<file path="src/rtl/uart_pkg.sv">
// rtl/uart_pkg.sv - shared UART encodings and baud divisor helper
//
// Purpose: parity-mode encodings, transmitter FSM state encoding and the
//          clocks-per-bit divisor function. The configurable RX uses the same package.
// Ports:   none (package)
package uart_pkg;

   localparam logic [1:0] PAR_NONE = 2'd0;
   localparam logic [1:0] PAR_ODD  = 2'd1;
   localparam logic [1:0] PAR_EVEN = 2'd2;

   typedef enum logic [2:0] {
      ST_IDLE   = 3'd0,
      ST_START  = 3'd1,
      ST_DATA   = 3'd2,
      ST_PARITY = 3'd3,
      ST_STOP   = 3'd4
   } tx_state_e;

   function automatic int baud_div(input int clk_freq, input int bps);
      return clk_freq / bps;
   endfunction

endpackage

</file>
<file path="src/rtl/uart_tx_cfg_if.sv">
// rtl/uart_tx_cfg_if.sv - word handshake between byte source and UART transmitter
//
// Purpose: carries one word plus its parity mode per valid/ready handshake.
// Signals: s_data   word to send
//          s_valid  source has a word
//          s_ready  transmitter can accept
//          par_mode parity selection for this word
// Modports: master = source side, slave = transmitter side
interface uart_tx_cfg_if #(
   parameter int DATA_BITS = 8
);
   logic [DATA_BITS-1:0] s_data;
   logic                 s_valid;
   logic                 s_ready;
   logic [1:0]           par_mode;

   modport master (output s_data, output s_valid, output par_mode, input s_ready);
   modport slave  (input s_data, input s_valid, input par_mode, output s_ready);
endinterface

</file>
<file path="src/rtl/uart_baud_gen.sv">
// rtl/uart_baud_gen.sv - bit-period counter for the UART transmitter
//
// Purpose: counts 0..BAUD_CNT_MAX-1 while enabled and flags the last clock of a bit.
// Ports:   sys_clk, sys_rst_n  clock, async active-low reset
//          en                  count while high
//          restart             force counter back to 0 (new frame accepted)
//          bit_end             high in the final clock of the current bit
module uart_baud_gen #(
   parameter int BAUD_CNT_MAX = 16
) (
   input  logic sys_clk,
   input  logic sys_rst_n,
   input  logic en,
   input  logic restart,
   output logic bit_end
);
   localparam int W = (BAUD_CNT_MAX > 2) ? $clog2(BAUD_CNT_MAX) : 1;
   localparam logic [W-1:0] CNT_LAST = W'(BAUD_CNT_MAX - 1);

   logic [W-1:0] cnt;

   assign bit_end = en && (cnt == CNT_LAST);

   always_ff @(posedge sys_clk or negedge sys_rst_n) begin
      if (!sys_rst_n) begin
         cnt <= '0;
      end else if (restart) begin
         cnt <= '0;
      end else if (en) begin
         cnt <= bit_end ? '0 : cnt + 1'b1;
      end
   end
endmodule

</file>
<file path="src/rtl/uart_tx_cfg.sv">
// rtl/uart_tx_cfg.sv - configurable UART transmitter (data bits, parity, stop bits)
//
// Purpose: serialises one word per handshake: start bit, DATA_BITS data bits LSB first,
//          optional odd/even parity, STOP_BITS stop bits; back-to-back frames without gaps.
// Ports:   sys_clk, sys_rst_n  clock, async active-low reset
//          s                   word handshake (slave side)
//          busy                frame in progress
//          tx_done             one-cycle pulse in the final clock of the last stop bit
//          tx                  serial line, idle high
module uart_tx_cfg
   import uart_pkg::*;
#(
   parameter int CLK_FREQ  = 50_000_000,
   parameter int UART_BPS  = 9600,
   parameter int DATA_BITS = 8,
   parameter int STOP_BITS = 1
) (
   input  logic          sys_clk,
   input  logic          sys_rst_n,
   uart_tx_cfg_if.slave  s,
   output logic          busy,
   output logic          tx_done,
   output logic          tx
);
   localparam int BAUD_CNT_MAX = baud_div(CLK_FREQ, UART_BPS);
   localparam logic [3:0] LAST_DATA = 4'(DATA_BITS - 1);
   localparam logic [3:0] LAST_STOP = 4'(STOP_BITS - 1);

   if (BAUD_CNT_MAX < 2 || DATA_BITS < 5 || DATA_BITS > 9 || STOP_BITS < 1 || STOP_BITS > 2) begin : g_bad_cfg
      $error("uart_tx_cfg: illegal configuration");
   end

   tx_state_e            state, state_nxt;
   logic [3:0]           idx, idx_nxt;
   logic [DATA_BITS-1:0] data_q;
   logic [DATA_BITS-1:0] shifted;
   logic [1:0]           par_q;
   logic                 par_en, par_bit;
   logic                 ready, accept, bit_end;

   uart_baud_gen #(.BAUD_CNT_MAX(BAUD_CNT_MAX)) u_baud (
      .sys_clk   (sys_clk),
      .sys_rst_n (sys_rst_n),
      .en        (busy),
      .restart   (accept),
      .bit_end   (bit_end)
   );

   assign busy      = (state != ST_IDLE);
   assign s.s_ready = ready;
   assign shifted   = data_q >> idx;
   // Mode 3 is deliberately treated as no parity.
   assign par_en    = (par_q == PAR_ODD) || (par_q == PAR_EVEN);
   assign par_bit   = (par_q == PAR_ODD) ? ~^data_q : ^data_q;

   always_ff @(posedge sys_clk or negedge sys_rst_n) begin
      if (!sys_rst_n) begin
         state  <= ST_IDLE;
         idx    <= '0;
         data_q <= '0;
         par_q  <= PAR_NONE;
      end else begin
         state <= state_nxt;
         idx   <= idx_nxt;
         if (accept) begin
            data_q <= s.s_data;
            par_q  <= s.par_mode;
         end
      end
   end

   // idx counts data bits in DATA and stop bits in STOP.
   always_comb begin
      state_nxt = state;
      idx_nxt   = idx;
      ready     = 1'b0;
      tx_done   = 1'b0;
      tx        = 1'b1;
      case (state)
         ST_IDLE: ready = 1'b1;
         ST_START: begin
            tx = 1'b0;
            if (bit_end) begin
               state_nxt = ST_DATA;
               idx_nxt   = '0;
            end
         end
         ST_DATA: begin
            tx = shifted[0];
            if (bit_end) begin
               if (idx == LAST_DATA) begin
                  idx_nxt   = '0;
                  state_nxt = par_en ? ST_PARITY : ST_STOP;
               end else begin
                  idx_nxt = idx + 4'd1;
               end
            end
         end
         ST_PARITY: begin
            tx = par_bit;
            if (bit_end) begin
               state_nxt = ST_STOP;
               idx_nxt   = '0;
            end
         end
         ST_STOP: begin
            if (bit_end) begin
               if (idx == LAST_STOP) begin
                  tx_done   = 1'b1;
                  ready     = 1'b1;
                  state_nxt = ST_IDLE;
                  idx_nxt   = '0;
               end else begin
                  idx_nxt = idx + 4'd1;
               end
            end
         end
         default: state_nxt = ST_IDLE;
      endcase
      // Accepting in the final stop clock chains straight into the next start bit.
      accept = s.s_valid & ready;
      if (accept) begin
         state_nxt = ST_START;
         idx_nxt   = '0;
      end
   end
endmodule
</file>
<file path="src/flat_wrapper.sv">
// flat-port wrapper written by rule: the top's interface ports become plain ports
module uart_tx_cfg_flat import uart_pkg::*;
#(
   parameter int CLK_FREQ  = 50_000_000,
   parameter int UART_BPS  = 9600,
   parameter int DATA_BITS = 8,
   parameter int STOP_BITS = 1
)
  (sys_clk, sys_rst_n, busy, tx_done, tx, s_s_data, s_s_valid, s_par_mode, s_s_ready);
  uart_tx_cfg_if #(.DATA_BITS(DATA_BITS)) s_i ();
  input  logic sys_clk;
  input  logic sys_rst_n;
  output logic busy;
  output logic tx_done;
  output logic tx;
  input wire logic [$bits(s_i.s_data)-1:0] s_s_data;
  input wire logic [$bits(s_i.s_valid)-1:0] s_s_valid;
  input wire logic [$bits(s_i.par_mode)-1:0] s_par_mode;
  output wire logic [$bits(s_i.s_ready)-1:0] s_s_ready;
  assign s_i.s_data = s_s_data;
  assign s_i.s_valid = s_s_valid;
  assign s_i.par_mode = s_par_mode;
  assign s_s_ready = s_i.s_ready;
  uart_tx_cfg #(.CLK_FREQ(CLK_FREQ), .UART_BPS(UART_BPS), .DATA_BITS(DATA_BITS), .STOP_BITS(STOP_BITS)) u_core (.sys_clk(sys_clk), .sys_rst_n(sys_rst_n), .s(s_i), .busy(busy), .tx_done(tx_done), .tx(tx));
endmodule
</file>
<file path="config.mk">
export PLATFORM = sky130hd
export DESIGN_NAME = uart_tx_cfg_flat
export DESIGN_NICKNAME = d
export VERILOG_FILES = /design/src/rtl/uart_pkg.sv /design/src/rtl/uart_tx_cfg_if.sv /design/src/rtl/uart_baud_gen.sv /design/src/rtl/uart_tx_cfg.sv /design/src/flat_wrapper.sv
export SDC_FILE = /design/constraint.sdc
export NUM_CORES = 1
export LEC_CHECK = 0
export CAP_MARGIN = 25
export CORE_MARGIN = 4
export CORE_UTILIZATION = 30
export DETAILED_ROUTE_END_ITERATION = 8
export GPL_TIMING_DRIVEN = 0
export PLACE_DENSITY_LB_ADDON = 0.08
export RECOVER_POWER = 100
export SLEW_MARGIN = 40
export SYNTH_ARGS = -nofsm -noshare
export SYNTH_HDL_FRONTEND = slang
export SYNTH_SLANG_ARGS = --single-unit
</file>
<file path="constraint.sdc">
create_clock -name sys_clk -period 6 [get_ports sys_clk]
set_input_delay 1.2 -clock sys_clk [delete_from_list [all_inputs] [get_ports sys_clk]]
set_output_delay 1.2 -clock sys_clk [all_outputs]
set_load 0.005 [all_outputs]
</file>
; ---- Word level (Yosys, flattened, before mapping)
; Index checks and enable logic that the tools add are counted.
[totals]
out_inout_bits = 4
inputBits = 13
elab_cells = 62
regBits = 30
[classes]
bitwise_logic = 1
eq_ne = 16
muxes = 25
add_sub_neg = 2
reduce_logical = 12
shift = 1
[op_table]
columns = op, count
row1 = 13-bit two-way mux, 3
row2 = 3-bit two-way mux, 8
row3 = 4-bit two-way mux, 6
row4 = 3-bit case mux with 5 select lines, 1
row5 = 13-bit by 1-bit adder with 13-bit output (second input constant), 1
row6 = 13-bit == test (second input constant), 1
row7 = 3-bit by 2-bit != test with 1-bit output (second input constant), 4
row8 = 4-bit case mux with 3 select lines, 1
row9 = 3-bit by 1-bit != test with 1-bit output (second input constant), 3
row10 = 8-bit XNOR reduction, 1
row11 = 8-bit XOR reduction, 1
row12 = 8-bit by 4-bit right shift with 1-bit output, 1
row13 = 7-bit AND reduction, 1
row14 = 3-bit by 2-bit == test with 1-bit output (second input constant), 2
row15 = 4-bit by 1-bit adder with 4-bit output (second input constant), 1
row16 = 4-bit by 3-bit == test with 1-bit output (second input constant), 1
row17 = 4-bit zero test, 1
row18 = 1-bit two-way mux, 4
row19 = 4-bit AND reduction, 1
row20 = 4-bit nonzero test, 1
row21 = 3-bit by 1-bit == test with 1-bit output (second input constant), 1
row22 = 3-bit == test (second input constant), 1
row23 = 3-bit zero test, 1
row24 = 1-bit case mux with 3 select lines, 1
row25 = 10 further kinds, 10

; ---- Depth between registers and ports, before layout
; Gate-level depths: netlist of run 1.
[logic_depth]
word_depth = 7
ltp_mapped = 8
depth_no_buf = 7

; ---- By module
; Synthesis of run 1 repeated with hierarchy kept, for this count alone.
[hier_totals]
hier_cells = 170
area_unflattened_um2 = 1825.5
[by_module_without_submodules]
columns = module, instances, seq_area_each_um2, cells_per_inst, area_each_um2
row1 = uart_tx_cfg, 1, 425.4, 95, 1079.8
row2 = uart_baud_gen, 1, 325.3, 75, 745.7

; ---- Worst setup path after synthesis of run 1
; No wires, ideal clock.
[synth_path]
kind = flip-flop to output port
from = register u_core.u_baud.cnt[3]
to = output s_s_ready
path_buffers = 1
path_stages_with_launch = 5
path_slack_ps = 3124
required_time_ps = 4800
arrival_time_ps = 1676
path_cell_list = dfrtp_1 -> or4b_4 -> or3_1 -> buf_6 -> o21ai_0
[synth_via]
elab_chain_len = 4
[synth_lines]
columns = element, line_no
row1 = from (decl), uart_baud_gen.sv:20  ; logic [W-1:0] cnt;
row2 = from (signal assigned), uart_baud_gen.sv:30  ; cnt <= bit_end ? '0 : cnt + 1'b1;
row3 = 13-bit == test, uart_baud_gen.sv:22  ; assign bit_end = en && (cnt == CNT_LAST);
row4 = 1-bit logical AND, uart_baud_gen.sv:22
row5 = 1-bit two-way mux, uart_tx_cfg.sv:107  ; if (bit_end) begin
row6 = 1-bit case mux with 2 select lines, uart_tx_cfg.sv:79  ; case (state)
row7 = to (decl), flat_wrapper.sv:19  ; output wire logic [$bits(s_i.s_ready)-1:0] s_s_ready;
; No other way between the ends.

; ---- Worst setup path after layout of run 1
; Ends and elaborated chain as after synthesis.

==> results.cfg, run 1 <==
[place]
hpwl_mm = 2.85
portBuffers = 16
place.gp.congestion = 0.835

[clocking]
cts_resized = 0
clk_pin_slew_ps = 70
cts-htree-levels = 2
post_cts_buffers = 0
numCtsBuffers = 5
hold_buffers = 0
cts_tree = done
clk-insertion-delay-late_ps = 280
clockBufferDepth = 2
clock_sinks = 30
clock-root-buffer = clkbuf_8

[timing]
tns_ps = 0
rsz0062_at_grt = no
hold_slack_ps = 505
worstMarginPinSlew_ps = 1130
drv_slew = 0
finalSetupViolCount = 0
slew_headroom = 0.237
fin_crit_ps = 3870
finClkSkew_ps = 5.32
fmax_mhz = 258
report.final.hold_viol_count = 0
post-route-period-util = 0.645

[setup_path]
worstSetupPathType = flop to primary output
critPathLaunchType = flop
crit_arrival_ps = 2670
startpoint = u_core.u_baud.cnt[3]$_DFFE_PN0P_
worstSetupEndpointType = primary output
crit_fanout = 7
crit_required_ps = 4800
reg2reg_from = u_core.u_baud.cnt[3]$_DFFE_PN0P_

[floorplan]
num_rows = 27
dieArea_sq_mm = 0.00714
core_area_sq_mm = 0.00557
start_util = 0.315
boundaryPins = 17
dieHeight_microns = 84.5
die_x_microns = 84.5

[finish]
diodes = 0
final_nets = 219
area_delta_synth_final_pct = 17.0
fill_cells = 584
drive_above_1_share = 0.0887

[route]
wl_mm = 3.79
wl_per_cell_microns = 13.8
drcViolationCount = 0
via_per_inst = 4.91
antenna_left = 0
vias = 1349
drt-initial-drc-count = 80
dr.pass1.iters = 4

[global_route]
grt_pass1_wl_mm = 6.72
grt.total_usage = 0.116
grt_start_max_net_pins = 21
overflow = 0
grt_pass1_vias = 1438
grt_antenna_before_repair = 0

[power]
switchingPower_uw = 218
combPwrFrac = 0.307
seqPwrFrac = 0.441
pwr-share-clk = 0.252
peakVddDrop_uv = 142
p_per_area_mw_per_mm2 = 331
p_leak_nw = 0.823
p_sw_frac = 0.321
cellInternalPower_uw = 462

[logic_synthesis]
ys_ff_latch = 30
synthFlopType = dfrtp_1
yosys.area.top_type_share = 0.428
avgSynthCellArea_sq_um = 9.86
ys.warnings.count = 0
netlist_area_sq_mm = 0.00176
synth_most_common_cell = dfrtp_1
yosys.area.top_type = dfrtp_1
yosysUniqueCellTypes = 44
yosysSeqAreaShare = 0.428
synth_commonest_cells = dfrtp_1 (30), nor2_1 (23), nand2_1 (14)
yosys-top-cells-area = dfrtp_1 (43%), nor2_1 (4.9%), xnor2_1 (4.0%)
syn_inst = 178
synth_edf_count = 0
synth_fp_nets = 195
synth-async-reset-ratio = 1.00

[hold_path]
hp-start = u_core.par_q[0]$_DFFE_PN0N_
hp-class = flop to flop

[outcome]
outcome = completed

[job]
maxCapViolations = 0
-- layer usage --
layer / global-route usage / part of all wire
met4: 0.0417 / 0.015
met3: 0.0353 / 0.036
met1: 0.139 / 0.46
met2: 0.197 / 0.48
met5: 0 / 0
-- state kept, by name, indices dropped and copies added, names as in the netlist --
register and flops:
u_core.u_baud.cnt 13, u_core.state 3, u_core.data_q 8, u_core.par_q 2, u_core.idx 4
-- layout by cell type, fill, tap and decap left out, types with 5 or more instances in the layout --
master / count
inv_1: 7
a21oi_1: 7
clkbuf_8: 6
clkdlybuf4s50_1: 11
nor3_1: 5
mux2_2: 5
dfrtp_1: 30
nor2_1: 23
o21ai_0: 13
xor2_1: 5
nand2_1: 14
clkbuf_1: 7
nand3_1: 11
mux2_1: 5
xnor2_1: 8
-- stage by stage --
step / area [sq um] / power (mW) / util / cells / setup WS, ps
floorplan: 1760 / 0.465 / - / 178 / 3120
detailed placement: 2030 / 0.530 / 0.365 / 267 / 2560
global placement: 2010 / 0.524 / 0.360 / 266 / 2570
finish: 2050 / 0.680 / 0.368 / 275 / 2130
CTS: 2130 / 0.706 / 0.382 / 275 / 2240
global route: 2050 / 0.735 / 0.368 / 275 / 1940
-- cell type report --
type	instances	area (sq um)	share of cell area
plain buffers	5	18.8	0.00914
clock buffers	6	82.6	0.0402
clock inverters	2	12.5	0.00609
inverters	7	26.3	0.0128
multi-input cells	136	915	0.445
flip-flops and latches	30	751	0.366
well taps	72	90.1	0.0439
repair buffers	17	158	0.0768
-- path summary, 6_finish.rpt --
path                                                 to  slack (ps)  depth (start not counted)
min in group asynchronous     u_core.idx[3]$_DFFE_PN0P_         900                          1
max in group asynchronous     u_core.idx[0]$_DFFE_PN0P_        3740                          2
hold reg to reg             u_core.par_q[0]$_DFFE_PN0N_         500                          1
setup / recovery                              s_s_ready        2130                          5
hold / removal              u_core.par_q[0]$_DFFE_PN0N_         500                          1
setup reg to reg           u_core.data_q[7]$_DFFE_PN0N_        2440                          6
-- power groups by stage --
stage	Clock (mW)	Combinational (mW)	Sequential [mW]
floorplan	0	0.175	0.291
global placement	0	0.221	0.303
detailed placement	0	0.226	0.304
CTS	0.178	0.227	0.301
global route	0.190	0.237	0.308
finish	0.171	0.209	0.300
-- worst max-delay path, cell delays in order, from the launching register on --
cell,delay (ps)
dfrtp_1,440
or4b_1,610
or3_1,390
clkbuf_1,180
o21ai_0,190
dlygate4sd3_1,580
-- cells by family after synthesis --
family                   share of synthesized area
AND/OR/NAND/NOR                              0.214
AO/OA/AOI/OAI                                0.114
flip-flops                                   0.428
XOR/XNOR                                    0.0777
multiplexers                                 0.102
buffers and inverters                       0.0363
adder cells (fa/ha/maj)                     0.0285
(Power assumes the default switching activity.)
==> run 2, diff against run 1 <==
==> constraint.sdc (replaced) <==
create_clock -name sys_clk -period 3.8 [get_ports sys_clk]
set_input_delay 0.76 -clock sys_clk [delete_from_list [all_inputs] [get_ports sys_clk]]
set_output_delay 0.76 -clock sys_clk [all_outputs]
set_load 0.005 [all_outputs]
==> results.cfg, run 2 (synthesized netlist as in run 1, its figures left out) <==
[finish]
diodes = 0
instances_no_fill = 275
largest_register = u_core.u_baud.cnt
final_nets = 219
largestRegisters = u_core.u_baud.cnt (13), u_core.data_q (8), u_core.idx (4)
final_cell_mix = dfrtp_1 (30), nor2_1 (23), nand2_1 (14)
fill_cells = 582
area_delta_synth_final_pct = 17.6
drive_above_1_share = 0.0936
largest_reg_flops = 13
final_common_cell = dfrtp_1

[clocking]
clk_pin_slew_ps = 70
hold_buffers = 0
clock-root-buffer = clkbuf_8
post_cts_buffers = 0
numCtsBuffers = 5
cts-htree-levels = 2
clock_sinks = 30
clk-insertion-delay-late_ps = 280
clockBufferDepth = 2
cts_tree = done
cts_resized = 0

[route]
wl_met3_microns = 155
dr.max_layer_used = met4
drt-initial-drc-count = 72
met1Wirelength_mm = 1.71
via_per_inst = 4.98
vias = 1370
dr.pass1.iters = 5
antenna_left = 0
met2WireLength_mm = 1.85
wl_per_cell_microns = 13.8
wl_mm = 3.79
drcViolationCount = 0

[floorplan]
die_x_microns = 84.5
core_area_sq_mm = 0.00557
dieHeight_microns = 84.5
dieArea_sq_mm = 0.00714
boundaryPins = 17
num_rows = 27
start_util = 0.315

[outcome]
outcome = completed

[timing]
post-route-period-util = 0.902
finalSetupViolCount = 0
worstMarginPinSlew_ps = 1270
fin_crit_ps = 3430
finClkSkew_ps = 5.18
slew_headroom = 0.145
drv_slew = 0
hold_slack_ps = 466
tns_ps = 0
fmax_mhz = 292
report.final.hold_viol_count = 0
rsz0062_at_grt = no

[global_route]
overflow = 0
grt_pass1_wl_mm = 6.72
grt.total_usage = 0.116
grt_antenna_before_repair = 0
grt_start_max_net_pins = 21
grt_pass1_vias = 1438

[power]
peakVddDrop_uv = 228
p_leak_nw = 0.829
p_per_area_mw_per_mm2 = 522

[setup_path]
worstSetupPathType = flop to primary output
critPathMaxStageDelay_ps = 610
worstSetupEndpointType = primary output
crit_slowest_cell = or4b_1
crit_arrival_ps = 2670
crit_fanout = 7
critPathLaunchType = flop
crit_required_ps = 3040
path_cells = or4b_1 -> or3_1 -> clkbuf_1 -> o21ai_0 -> dlygate4sd3_1

[place]
place.gp.congestion = 0.835
portBuffers = 16
hpwl_mm = 2.85
dp_cells = 267

[job]
maxCapViolations = 0

[hold_path]
hp-class = primary input to asynchronous set/reset pin
## run 2: cell count changes in the layout (fill, tap and decap cells not counted)
| cell | before | now |
|---|---|---|
| buf_8 | 0 | 1 |
| clkbuf_1 | 7 | 6 |
## run 2: per-layer routing
metal | up-vias | GRT usage
met2 | 29 | 0.197
met1 | 648 | 0.139
li1 | 684 | -
met4 | 0 | 0.0417
met5 | - | 0
met3 | 9 | 0.0353
## run 2: critical path: cells and delay by family (launching register included)
kind	cells	cell delay [ps]
buffers and inverters	2	760
AOI/OAI and AO/OA	1	190
and+or+nand+nor	2	1000
DFF	1	440
## run 2: through the flow
step,util,area [sq um],power (mW),setup slack [ps]
after floorplan,-,1760,0.735,1360
after global placement,0.360,2010,0.827,813
after detailed placement,0.365,2030,0.837,796
after CTS,0.382,2130,1.11,479
after global routing,0.370,2060,1.16,177
final,0.370,2060,1.08,371
## run 2: worst paths after layout
kind	to	slack, ps	start	cells after the start
max reg2reg	u_core.data_q[7]$_DFFE_PN0N_	470	u_core.u_baud.cnt[3]$_DFFE_PN0P_	6
min reg2reg	u_core.par_q[0]$_DFFE_PN0N_	510	u_core.par_q[0]$_DFFE_PN0N_	1
max in group asynchronous	u_core.idx[0]$_DFFE_PN0P_	1950	sys_rst_n	2
min	u_core.idx[3]$_DFFE_PN0P_	470	sys_rst_n	1
max	s_s_ready	370	u_core.u_baud.cnt[3]$_DFFE_PN0P_	5
min in group sys_clk	u_core.par_q[0]$_DFFE_PN0N_	510	u_core.par_q[0]$_DFFE_PN0N_	1
## run 2: area by class of cell
cell class,instances,area [sq um],area share
inverter,7,26.3,0.0127
multi-input combinational,136,915,0.443
clock inverter,2,12.5,0.00606
timing repair buffer,17,158,0.0764
clock buffer,6,82.6,0.0400
sequential,30,751,0.364
tap,72,90.1,0.0436
buffer,5,30.0,0.0145
## run 2: power breakdown
group,internal (mW),leakage (nW),switching (mW)
Combinational,0.191,0.400,0.143
Clock,0.145,0.0472,0.125
Sequential,0.395,0.382,0.0787
==> run 3, diff against run 2 <==
--- a/config.mk
+++ b/config.mk
@@ -9,7 +9,6 @@
 export CORE_MARGIN = 4
 export CORE_UTILIZATION = 30
 export DETAILED_ROUTE_END_ITERATION = 8
-export GPL_TIMING_DRIVEN = 0
 export PLACE_DENSITY_LB_ADDON = 0.08
 export RECOVER_POWER = 100
 export SLEW_MARGIN = 40
==> constraint.sdc (replaced) <==
create_clock -name sys_clk -period 3.8 [get_ports sys_clk]
set_input_delay 0.57 -clock sys_clk [delete_from_list [all_inputs] [get_ports sys_clk]]
set_output_delay 0.57 -clock sys_clk [all_outputs]
set_load 0.005 [all_outputs]
==> results.cfg, run 3 (synthesized netlist as in run 1, its figures left out) <==
[outcome]
outcome = complete, but fails checks
violations = max-capacitance violations, max-slew violations

[finish]
final_nets = 216
utilization = 0.369
area_delta_synth_final_pct = 17.0
diodes = 0
final_common_cell = dfrtp_1
largestRegisters = u_core.u_baud.cnt (13), u_core.data_q (8), u_core.idx (4)
largest_reg_flops = 13
largest_register = u_core.u_baud.cnt
multiInputGateArea_sq_um = 921
fill_cells = 577
instances_no_fill = 272
drive_above_1_share = 0.0950
stdcell_area_sq_mm = 0.00205
final_cell_mix = dfrtp_1 (30), nor2_1 (23), nand2_1 (14)
seqCellArea_sq_um = 751

[clocking]
clk-insertion-delay-late_ps = 290
numCtsBuffers = 5
clock-root-buffer = clkbuf_8
hold_buffers = 0
clk_pin_slew_ps = 60
cts_tree = done
clock_sinks = 30
cts_resized = 0
post_cts_buffers = 0
clockBufferDepth = 2
cts-htree-levels = 2

[floorplan]
dieArea_sq_mm = 0.00714
die_x_microns = 84.5
start_util = 0.315
dieHeight_microns = 84.5
boundaryPins = 17
core_area_sq_mm = 0.00557
num_rows = 27

[setup_path]
startpoint = u_core.u_baud.cnt[3]$_DFFE_PN0P_
worstSetupPathType = flop to primary output
critPathLaunchType = flop
crit_arrival_ps = 2640
reg2reg_from = u_core.u_baud.cnt[3]$_DFFE_PN0P_
crit_fanout = 7
crit_required_ps = 3230
worstSetupEndpointType = primary output

[route]
via_per_inst = 5.02
dr.pass1.iters = 4
drcViolationCount = 0
antenna_left = 0
drt-initial-drc-count = 69
vias = 1365
wl_mm = 3.94
wl_per_cell_microns = 14.5

[global_route]
grt.total_usage = 0.119
grt_antenna_before_repair = 0
grt_pass1_vias = 1365
overflow = 0
grt_start_max_net_pins = 31
grt_pass1_wl_mm = 6.69

[place]
portBuffers = 16
place.gp.congestion = 0.825
hpwl_mm = 2.93
dp_cells = 264
dpl-instance-area_sq_mm = 0.00199

[timing]
worstMarginPinSlew_ps = 1630
finalSetupViolCount = 0
fin_crit_ps = 3210
finClkSkew_ps = 12.7
rsz0062_at_grt = no
fmax_mhz = 311
post-route-period-util = 0.845
slew_headroom = -0.0880
tns_ps = 0
drv_slew = 31
report.final.hold_viol_count = 0

[hold_path]
hp-class = flop to flop
hp-start = u_core.u_baud.cnt[0]$_DFFE_PN0P_

[job]
maxCapViolations = 1

[power]
p_per_area_mw_per_mm2 = 528
p_leak_nw = 0.825
fin_total_pwr_mw = 1.08
peakVddDrop_uv = 189
==> run 3: cell types whose count changed in the layout (fill, tap and decap cells not counted) <==
| cell | delta |
|---|---|
| buf_4 | +1 |
| buf_8 | -1 |
| clkbuf_1 | -3 |
| clkinvlp_4 | -1 |
| dlygate4sd3_1 | +1 |
| mux2_1 | -1 |
| mux2_2 | +1 |
| o21ai_1 | -1 |
| o21ai_4 | +1 |
| or3_1 | +1 |
| or3_4 | -1 |
==> run 3: area by class of cell <==
type | instances | share of cell area
clock inverter | 1 | 0.00244
clock buffer | 7 | 0.0420
inverter | 7 | 0.0128
sequential | 30 | 0.365
multi-input combinational | 136 | 0.448
tap | 72 | 0.0438
timing repair buffer | 19 | 0.0853
==> run 3: where the power goes <==
| part | switching [mW] | internal (mW) | leakage [nW] |
|---|---|---|---|
| Combinational | 0.141 | 0.192 | 0.394 |
| Clock | 0.126 | 0.146 | 0.0482 |
| Sequential | 0.0851 | 0.395 | 0.382 |
| Total | 0.352 | 0.732 | 0.825 |
==> run 3: final timing paths <==
check	to	slack, ps	cells after the start
min in group asynchronous	u_core.u_baud.cnt[12]$_DFFE_PN0P_	1230	2
max in group asynchronous	u_core.par_q[0]$_DFFE_PN0N_	1610	2
worst min register to register	u_core.u_baud.cnt[0]$_DFFE_PN0P_	520	1
worst max-delay path	s_s_ready	590	4
worst max register to register	u_core.state[2]$_DFFE_PN0P_	1130	5
worst min-delay path	u_core.u_baud.cnt[0]$_DFFE_PN0P_	520	1
==> run 3: per-layer routing <==
layer	track usage	up-vias	wire length, microns
met3	0.0442	8	123
met2	0.203	10	1980
met4	0.0345	0	51
met5	0	-	0
met1	0.138	666	1790
li1	-	681	-
==> run 3: critical path, cell delays in order (launching register included) <==
cell           delay (ps)
dfrtp_1               430
or4b_1                600
or3_1                 540
o21ai_0               210
dlygate4sd3_1         590
==> run 3: through the flow <==
step           setup WS, ps  hold slack, ps
6_report                589             523
5_1_grt                 439             539
4_1_cts                 639             518
3_5_place_dp            951             513
3_3_place_gp            984             501
2_1_floorplan          1500             274
